File: src/rtl/regfile_sb_if.sv
// Register file bus: decode/issue read and scoreboard side plus writeback side.
// The master drives addresses, writeback and issue; the slave (register file)
// returns read data, hazards and the busy count.
interface regfile_sb_if #(
  parameter int DATA_WIDTH = 32,
  parameter int ADDR_WIDTH = 5,
  parameter int NUM_READ   = 2
);
  logic [NUM_READ*ADDR_WIDTH-1:0] rs_addr;
  logic [NUM_READ*DATA_WIDTH-1:0] rs_data;
  logic [NUM_READ-1:0]            rs_hazard;
  logic                           we;
  logic [ADDR_WIDTH-1:0]          rd;
  logic [DATA_WIDTH-1:0]          write_data;
  logic                           wb_clear;
  logic                           issue_valid;
  logic [ADDR_WIDTH-1:0]          issue_rd;
  logic [ADDR_WIDTH:0]            busy_count;

  modport master (
    output rs_addr, we, rd, write_data, wb_clear, issue_valid, issue_rd,
    input  rs_data, rs_hazard, busy_count
  );

  modport slave (
    input  rs_addr, we, rd, write_data, wb_clear, issue_valid, issue_rd,
    output rs_data, rs_hazard, busy_count
  );
endinterface

File: src/rtl/regfile_sb.sv
// Integer register file with per-register busy scoreboard.
// x0 is hardwired to zero and never busy. Reads can forward same-cycle
// writeback data (BYPASS) and can be combinational or registered (REG_READ).
module regfile_sb #(
  parameter int DATA_WIDTH = 32,
  parameter int ADDR_WIDTH = 5,
  parameter int NUM_READ   = 2,
  parameter bit BYPASS     = 1'b1,
  parameter bit REG_READ   = 1'b0
) (
  input logic         clk,
  input logic         rst,
  regfile_sb_if.slave bus
);

  localparam int DEPTH = 2 ** ADDR_WIDTH;

  logic [DEPTH-1:0][DATA_WIDTH-1:0] regs_q, regs_d;
  logic [DEPTH-1:0]                 busy_q, busy_d;
  logic [ADDR_WIDTH:0]              busy_count_q, busy_count_d;

  logic                             wr_en_s;
  logic                             set_s;
  logic                             clr_s;
  logic                             inc_s;
  logic                             dec_s;

  logic [NUM_READ*DATA_WIDTH-1:0]   rs_data_d;
  logic [NUM_READ-1:0]              rs_hazard_d;

  // Decode the writeback / issue strobes; x0 never participates.
  always_comb begin
    wr_en_s = bus.we && (bus.rd != {ADDR_WIDTH{1'b0}});
    set_s   = bus.issue_valid && (bus.issue_rd != {ADDR_WIDTH{1'b0}});
    clr_s   = wr_en_s && bus.wb_clear;
  end

  // Next register contents: single write port, x0 left untouched.
  always_comb begin
    regs_d = regs_q;
    if (wr_en_s) begin
      regs_d[bus.rd] = bus.write_data;
    end else begin
      regs_d = regs_q;
    end
  end

  // Next busy vector and count; a same-register set overrides the clear.
  always_comb begin
    busy_d = busy_q;
    inc_s  = set_s && !busy_q[bus.issue_rd];
    dec_s  = clr_s && busy_q[bus.rd] && !(set_s && (bus.issue_rd == bus.rd));
    if (clr_s) begin
      busy_d[bus.rd] = 1'b0;
    end else begin
      busy_d = busy_q;
    end
    if (set_s) begin
      busy_d[bus.issue_rd] = 1'b1;
    end else begin
      busy_d[0] = 1'b0;
    end
    busy_count_d = busy_count_q
                 + {{ADDR_WIDTH{1'b0}}, inc_s}
                 - {{ADDR_WIDTH{1'b0}}, dec_s};
  end

  // Register array, scoreboard and busy counter state.
  always_ff @(posedge clk or negedge rst) begin
    if (!rst) begin
      regs_q       <= '0;
      busy_q       <= '0;
      busy_count_q <= '0;
    end else begin
      regs_q       <= regs_d;
      busy_q       <= busy_d;
      busy_count_q <= busy_count_d;
    end
  end

  // Per-port read selection with optional writeback forwarding; a forwarded
  // clear also suppresses the hazard because the value is already here.
  always_comb begin
    rs_data_d   = '0;
    rs_hazard_d = '0;
    for (int k = 0; k < NUM_READ; k++) begin
      rs_data_d[k*DATA_WIDTH +: DATA_WIDTH] = regs_q[bus.rs_addr[k*ADDR_WIDTH +: ADDR_WIDTH]];
      rs_hazard_d[k] = busy_q[bus.rs_addr[k*ADDR_WIDTH +: ADDR_WIDTH]];
      if (BYPASS && wr_en_s && (bus.rd == bus.rs_addr[k*ADDR_WIDTH +: ADDR_WIDTH])) begin
        rs_data_d[k*DATA_WIDTH +: DATA_WIDTH] = bus.write_data;
        if (bus.wb_clear) begin
          rs_hazard_d[k] = 1'b0;
        end else begin
          rs_hazard_d[k] = busy_q[bus.rd];
        end
      end else begin
        rs_hazard_d[k] = busy_q[bus.rs_addr[k*ADDR_WIDTH +: ADDR_WIDTH]];
      end
    end
  end

  assign bus.busy_count = busy_count_q;

  if (REG_READ) begin : g_reg_read
    logic [NUM_READ*DATA_WIDTH-1:0] rs_data_q;
    logic [NUM_READ-1:0]            rs_hazard_q;

    // Capture read data and hazard together for one-cycle read latency.
    always_ff @(posedge clk or negedge rst) begin
      if (!rst) begin
        rs_data_q   <= '0;
        rs_hazard_q <= '0;
      end else begin
        rs_data_q   <= rs_data_d;
        rs_hazard_q <= rs_hazard_d;
      end
    end

    assign bus.rs_data   = rs_data_q;
    assign bus.rs_hazard = rs_hazard_q;
  end else begin : g_comb_read
    assign bus.rs_data   = rs_data_d;
    assign bus.rs_hazard = rs_hazard_d;
  end

endmodule

File: src/flat_wrapper.sv
// flat-port wrapper written by rule: the top's interface ports become plain ports
module regfile_sb_flat 
#(
  parameter int DATA_WIDTH = 32,
  parameter int ADDR_WIDTH = 5,
  parameter int NUM_READ   = 2,
  parameter bit BYPASS     = 1'b1,
  parameter bit REG_READ   = 1'b0
)
  (clk, rst, bus_rs_addr, bus_we, bus_rd, bus_write_data, bus_wb_clear, bus_issue_valid, bus_issue_rd, bus_rs_data, bus_rs_hazard, bus_busy_count);
  regfile_sb_if #(.DATA_WIDTH(DATA_WIDTH), .ADDR_WIDTH(ADDR_WIDTH), .NUM_READ(NUM_READ)) bus_i ();
  input logic clk;
  input logic rst;
  input wire logic [$bits(bus_i.rs_addr)-1:0] bus_rs_addr;
  input wire logic [$bits(bus_i.we)-1:0] bus_we;
  input wire logic [$bits(bus_i.rd)-1:0] bus_rd;
  input wire logic [$bits(bus_i.write_data)-1:0] bus_write_data;
  input wire logic [$bits(bus_i.wb_clear)-1:0] bus_wb_clear;
  input wire logic [$bits(bus_i.issue_valid)-1:0] bus_issue_valid;
  input wire logic [$bits(bus_i.issue_rd)-1:0] bus_issue_rd;
  output wire logic [$bits(bus_i.rs_data)-1:0] bus_rs_data;
  output wire logic [$bits(bus_i.rs_hazard)-1:0] bus_rs_hazard;
  output wire logic [$bits(bus_i.busy_count)-1:0] bus_busy_count;
  assign bus_i.rs_addr = bus_rs_addr;
  assign bus_i.we = bus_we;
  assign bus_i.rd = bus_rd;
  assign bus_i.write_data = bus_write_data;
  assign bus_i.wb_clear = bus_wb_clear;
  assign bus_i.issue_valid = bus_issue_valid;
  assign bus_i.issue_rd = bus_issue_rd;
  assign bus_rs_data = bus_i.rs_data;
  assign bus_rs_hazard = bus_i.rs_hazard;
  assign bus_busy_count = bus_i.busy_count;
  regfile_sb #(.DATA_WIDTH(DATA_WIDTH), .ADDR_WIDTH(ADDR_WIDTH), .NUM_READ(NUM_READ), .BYPASS(BYPASS), .REG_READ(REG_READ)) u_core (.clk(clk), .rst(rst), .bus(bus_i));
endmodule
File: config.mk
export PLATFORM = sky130hd
export DESIGN_NAME = regfile_sb_flat
export DESIGN_NICKNAME = d
export VERILOG_FILES = /design/src/rtl/regfile_sb_if.sv /design/src/rtl/regfile_sb.sv /design/src/flat_wrapper.sv
export SDC_FILE = /design/constraint.sdc
export NUM_CORES = 2
export LEC_CHECK = 0
export CAP_MARGIN = 20
export CORE_UTILIZATION = 31
export DETAILED_ROUTE_END_ITERATION = 16
export GPL_ROUTABILITY_DRIVEN = 0
export PLACE_DENSITY = 0.52
export SYNTH_ARGS = -nofsm -noshare
export SYNTH_HDL_FRONTEND = slang
export SYNTH_SLANG_ARGS = --single-unit
File: constraint.sdc
create_clock -name clk -period 3.1 [get_ports clk]
set_input_delay 0.62 -clock clk [delete_from_list [all_inputs] [get_ports clk]]
set_output_delay 0.62 -clock clk [all_outputs]
set_load 0.01 [all_outputs]
Yosys cells after proc, flatten, opt, wreduce, memory -nomap -nowiden
Cells that the tools add are included.
{ "classes": {"eq_ne": 3, "add_sub_neg": 2, "n_reduce_logical": 15, "magnitude_cmp": 6, "muxes": 27, "bitwise": 3} }
{ "ops": {"columns": ["operator", "count"], "rows": [
  ["$bwmux W1024", 1],
  ["$bmux W32 S5", 2],
  ["$mux W32", 6],
  ["$demux W32 S5", 1],
  ["$and A32 B32 Y32", 1],
  ["$not A32 Y32", 1],
  ["$or A32 B32 Y32", 1],
  ["$mux W31", 1],
  ["$lt A5 B6 Y1 const B", 4],
  ["$bmux W1 S5", 4],
  ["$eq A5 B5 Y1", 3],
  ["$logic_and A1 B1 Y1", 11],
  ["$demux W1 S5", 2],
  ["$ge A5 B1 Y1 const B", 2],
  ["$mux W1", 10],
  ["$reduce_bool A5 Y1", 2],
  ["$add A6 B1 Y6", 1],
  ["$sub A6 B1 Y6", 1],
  ["$logic_not A1 Y1", 2]
]} }
{ "totals": {"regBits": 1062, "out_inout_bits": 72} }

Depth between registers and ports, before layout
{ "logic_depth": {"depth_word": 9, "ltp_mapped": 15} }

Worst setup path after synthesis
OpenSTA, ideal clock, no wires.
{ "synth_path": {"path_kind": "input-to-reg", "startpoint": "in bus_rd[0]", "endpoint": "reg u_core.busy_count_q[4], in the netlist u_core.bus.busy_count[4]", "path_slack_ps": -304, "arrival_ps": 3324, "required_time_ps": 3020, "path_stages": 15, "path_buffers": 2, "setup_ps": 80, "path_cell_list": "buf_2 > buf_6 > mux4_2 > a22o_1 > a221oi_2 > o21a_1 > nor4_1 > ha_1 > inv_1 > ha_1 > fa_1 > a21oi_1 > nor2_1 > nor2_1 > xnor2_1"} }
{ "synth_between": {"elab_chain_len": 6, "word_cells_on_any_way": 11} }
{ "synth_lines": {"columns": ["item", "line", "source"], "rows": [
  ["start: declaration", "flat_wrapper.sv:16", "input wire logic [$bits(bus_i.rd)-1:0] bus_rd;"],
  ["branches (longest 4 deep; another with $bmux W1 S5)", null, null],
  ["$logic_and A1 B1 Y1 *", "regfile_sb.sv:52", "dec_s = clr_s && busy_q[bus.rd] && !(set_s && (bus.issue_rd == bus.rd));"],
  ["$sub A6 B1 Y6 *", "regfile_sb.sv:65", "- {{ADDR_WIDTH{1'b0}}, dec_s};"],
  ["net u_core.busy_count_d[4]", "regfile_sb.sv:20", "logic [ADDR_WIDTH:0] busy_count_q, busy_count_d;"],
  ["end signal: assignment", "regfile_sb.sv:77", "busy_count_q <= busy_count_d;"],
  ["end: declaration", "regfile_sb.sv:20", null]
]} }
Mark *: on every way through the listed nets, which the timed path passes. The select of a mux whose other input is x is not followed.
A chain may end at the register's enable or synchronous reset.

Final worst setup path
{ "layout_path": {"startpoint": "reg u_core.busy_q[27]", "endpoint": "out bus_rs_hazard[0]"} }
{ "layout_between": {"elab_chain_len": 4, "word_cells_on_any_way": 6} }
{ "layout_lines": {"columns": ["item", "line", "source"], "rows": [
  ["start: declaration", "regfile_sb.sv:19", "logic [DEPTH-1:0] busy_q, busy_d;"],
  ["start signal: assignment", "regfile_sb.sv:76", "busy_q <= busy_d;"],
  ["$bmux W1 S5", "regfile_sb.sv:94", "rs_hazard_d[k] = busy_q[bus.rd];"],
  ["$mux W1 (not written as such)", "regfile_sb.sv:94", null],
  ["$mux W1", "regfile_sb.sv:91", "if (bus.wb_clear) begin"],
  ["$mux W1 *", "regfile_sb.sv:89", "if (BYPASS && wr_en_s && (bus.rd == bus.rs_addr[k*ADDR_WIDTH +: ADDR_WIDTH])) begin"],
  ["end: declaration", "flat_wrapper.sv:22", "output wire logic [$bits(bus_i.rs_hazard)-1:0] bus_rs_hazard;"]
]} }
Every way passes the cells marked *; elsewhere a longest branch is shown, timed or not. The select of a mux whose other input is x is not followed.

==> summary.md <==
| Metric | Value |
|---|---|
| Largest net degree at the start of global routing | `111` |
| CTS H-tree lvls | `3` |
| Vias/cell | `5.58` |
| CP arrival | `2.75 ns` |
| Detailed Routing Iterations Pass 1 | `7` |
| Filler instances | `16.6k` |
| Reg clk slew, reported paths | `0.06 ns` |
| Die Wd | `432 um` |
| Met3 wire len | `10100 um` |
| Cell area after synthesis | `57300 sq um` |
| Status | `complete, but fails checks` |
| I/O Buffers | `128` |
| Layout cell share with drive strength beyond 1 | `65.8%` |
| Hold Fails Final Rpt | `0` |
| Max VDD drop | `0.520 mV` |
| Switch Pwr | `12.5 mW` |
| Maximum net fanout on the critical path | `2` |
| Top cells by area, synth | `dfrtp_1 46%, mux4_2 21%, mux2_2 19%` |
| Post-synth ARST share | `100%` |
| Most common cell after layout, fill and taps aside | `dfrtp_1` |
| Average wire per standard cell | `29.8 um` |
| Yosys top cell area share | `46.4%` |
| Wire length of the first global-routing pass | `303000 um` |
| Final worst slack | `-0.269 ns` |
| Placed insts | `6589` |
| CTS tree | `built` |
| Max-capacitance violation count | `0` |
| Lkg Pwr | `31.9 nW` |
| Final min period | `3.37 ns` |
| PD cells | `584 nW/um^2` |
| Layout net count | `4534` |
| Die area | `187000 sq um` |
| RSZ-0062 raised after global routing | `yes` |
| Vias in the first global route | `40.9k` |
| Starting Density | `31.3%` |
| Setup crit start kind | `flip-flop` |
| Sw Ratio | `28.4%` |
| Post-Layout Cell Count | `7028` |
| Synthesized instance count | `3875` |
| Primary FF master, synth | `dfrtp_1` |
| Sequential fraction of the synthesis area | `46.4%` |
| GRT Total Usage | `22.4%` |
| Final Slew Violations | `0` |
| Launch point of the worst path | `u_core.busy_q[27]` |
| Unique masters post-synth | `60` |
| WS Path Type | `reg -> out` |
| Area leader, netlist | `dfrtp_1` |
| Die height | `432 um` |
| Number of flops mapped to enable cells by yosys | `0` |
| R2R Path Start | `u_core.busy_q[27]` |
| Fmax | `0.297 GHz` |
| Layout area overhead | `32.2%` |
| WP data required | `2.48 ns` |
| Setup tns final | `-5.96 ns` |
| Failing checks | `setup timing` |
| Met2 routed WL | `101000 um` |
| Fin crit share | `109%` |
| Syn avg cell area | `14.8 sq um` |
| Routed WL | `210000 um` |
| Internal power | `31.7 mW` |
| Synth Register Bits | `1062` |
| Number of antenna violations at the first check in global routing | `6` |
| Worst-margin pin slew | `0.688 ns` |
| Worst slew margin | `53.8%` |
| Clock Latency Late Sink | `0.75 ns` |
| Clock power share | `32.9%` |
| Post-Syn Nets | `3939` |
| Core ar. | `183000 sq um` |
| Clock Tree Buf Depth | `3` |
| CTS sink cnt | `1062` |
| Final ANT Viol Nets | `0` |
| Area occupied by multi-input gates | `30500 sq um` |
| Reg area | `26600 sq um` |
| Clock root buffer | `clkbuf_16` |
| DP Wirelength | `134000 um` |
| HP Class | `in -> async` |
| Setup-failing EPs final | `62` |
| Fin Clk Skew | `0.0119 ns` |
| CP Capture Type | `primary output` |
| # IOs | `129` |
| Total gr overflow | `0` |
| Initial drt markers | `3303` |
| Via count | `39.2k` |
| Warnings, synthesis | `0` |
| Logic pwr share | `25.2%` |
| M1 wire length | `89700 um` |
| Row count | `157` |
| Top sig layer | `met5` |
| Reg power frac | `41.9%` |
| Most frequent cells in the layout | `1062 x dfrtp_1, 951 x mux2_2, 541 x mux4_2, 392 x buf_4, 257 x buf_12` |
| DRC | `0` |
| Num CTS Buffers | `116` |
| FF-to-FF setup slack | `-0.02 ns` |
per-stage QoR:
step	power, mW	cell area (sq um)	utilization, %	setup WS (ns)	hold slack (ns)
3_5_place_dp	28.8	66700	36.4	-1.21	0.383
5_1_grt	46.1	75700	41.3	-0.368	0.387
4_1_cts	44.1	74100	40.5	-0.399	0.369
6_report	44.2	75700	41.3	-0.269	0.386
2_1_floorplan	24.7	57300	-	-0.105	0.324
3_3_place_gp	28.5	66700	36.4	-1.18	0.377
final cells by class:
| type | count | share of cell area [%] |
|---|---|---|
| Timing Repair Buffer | 930 | 15.2 |
| Inverter | 14 | 0.0694 |
| Clock buffer | 171 | 4.57 |
| Tap cell | 2464 | 4.07 |
| Multi-Input combinational cell | 2346 | 40.3 |
| Antenna cell | 3 | 0.00991 |
| Sequential cell | 1062 | 35.1 |
| Clock inverter | 38 | 0.641 |
registers in the layout, summed over array words and instances, names as in the netlist:
| name | count |
|---|---|
| u_core.regs_q | 1024 |
| u_core.busy_q | 32 |
| u_core.bus.busy_count | 6 |
logic make-up after synthesis:
family | share of synthesized area (%)
xor+xnor | 0.306
flops | 46.4
mux | 41.0
simple gates | 2.22
buf+inv | 4.14
compound gates | 5.81
fa+ha+maj | 0.166
worst max-delay path: stages (launching register included):
cell      delay [ns]
dfrtp_1         0.41
mux4_2          0.49
a22o_1          0.26
a221oi_2        0.18
o21a_1          0.20
buf_6           0.12
buf_6           0.09
o31ai_4         0.07
buf_2           0.17
power groups by stage:
stage | logic [mW] | clock network [mW] | registers, mW
after floorplan | 6.69 | 0 | 18.0
after global placement | 9.98 | 0 | 18.5
after detailed placement | 10.1 | 0 | 18.7
after CTS | 10.8 | 14.8 | 18.4
after global routing | 11.9 | 15.4 | 18.9
final | 11.1 | 14.5 | 18.5
worst paths after layout:
path,to,cells past startpoint
max reg2reg,u_core.bus.busy_count[4],14
max in group asynchronous,u_core.regs_q[147],3
min in group clk,u_core.regs_q[20],0
min reg2reg,u_core.regs_q[20],0
max,bus_rs_hazard[0],8
min,u_core.regs_q[871],2
timing repair:
| action | CTS | global route |
|---|---|---|
| endpoints found under the hold margin | 12 | 0 |
| pin swaps | 139 | 179 |
| hold buffers | 1 | 0 |
| setup buffers | 136 | 105 |
| setup endpoints to repair | 71 | 69 |
| cloned | 24 | 6 |
| gates resized for setup | 714 | 330 |
per-layer routing:
layer | up-vias | GRT usage (%)
met5 | - | 0
met4 | 2 | 8.94
met3 | 353 | 2.86
met2 | 1190 | 36.7
met1 | 21474 | 30.2
li1 | 16227 | -
synthesized netlist by cell type (16+ instances only):
| library cell | number |
|---|---|
| buf_1 | 50 |
| a22oi_1 | 260 |
| buf_6 | 25 |
| mux2_1 | 41 |
| buf_2 | 154 |
| dfrtp_1 | 1062 |
| mux2_2 | 951 |
| buf_4 | 26 |
| o21ai_0 | 52 |
| nor2_2 | 16 |
| mux4_2 | 541 |
| clkbuf_1 | 189 |
| o21ai_1 | 18 |
| nand2_1 | 176 |
| a21oi_1 | 132 |
Note: power is estimated with default switching activity, not from simulation.
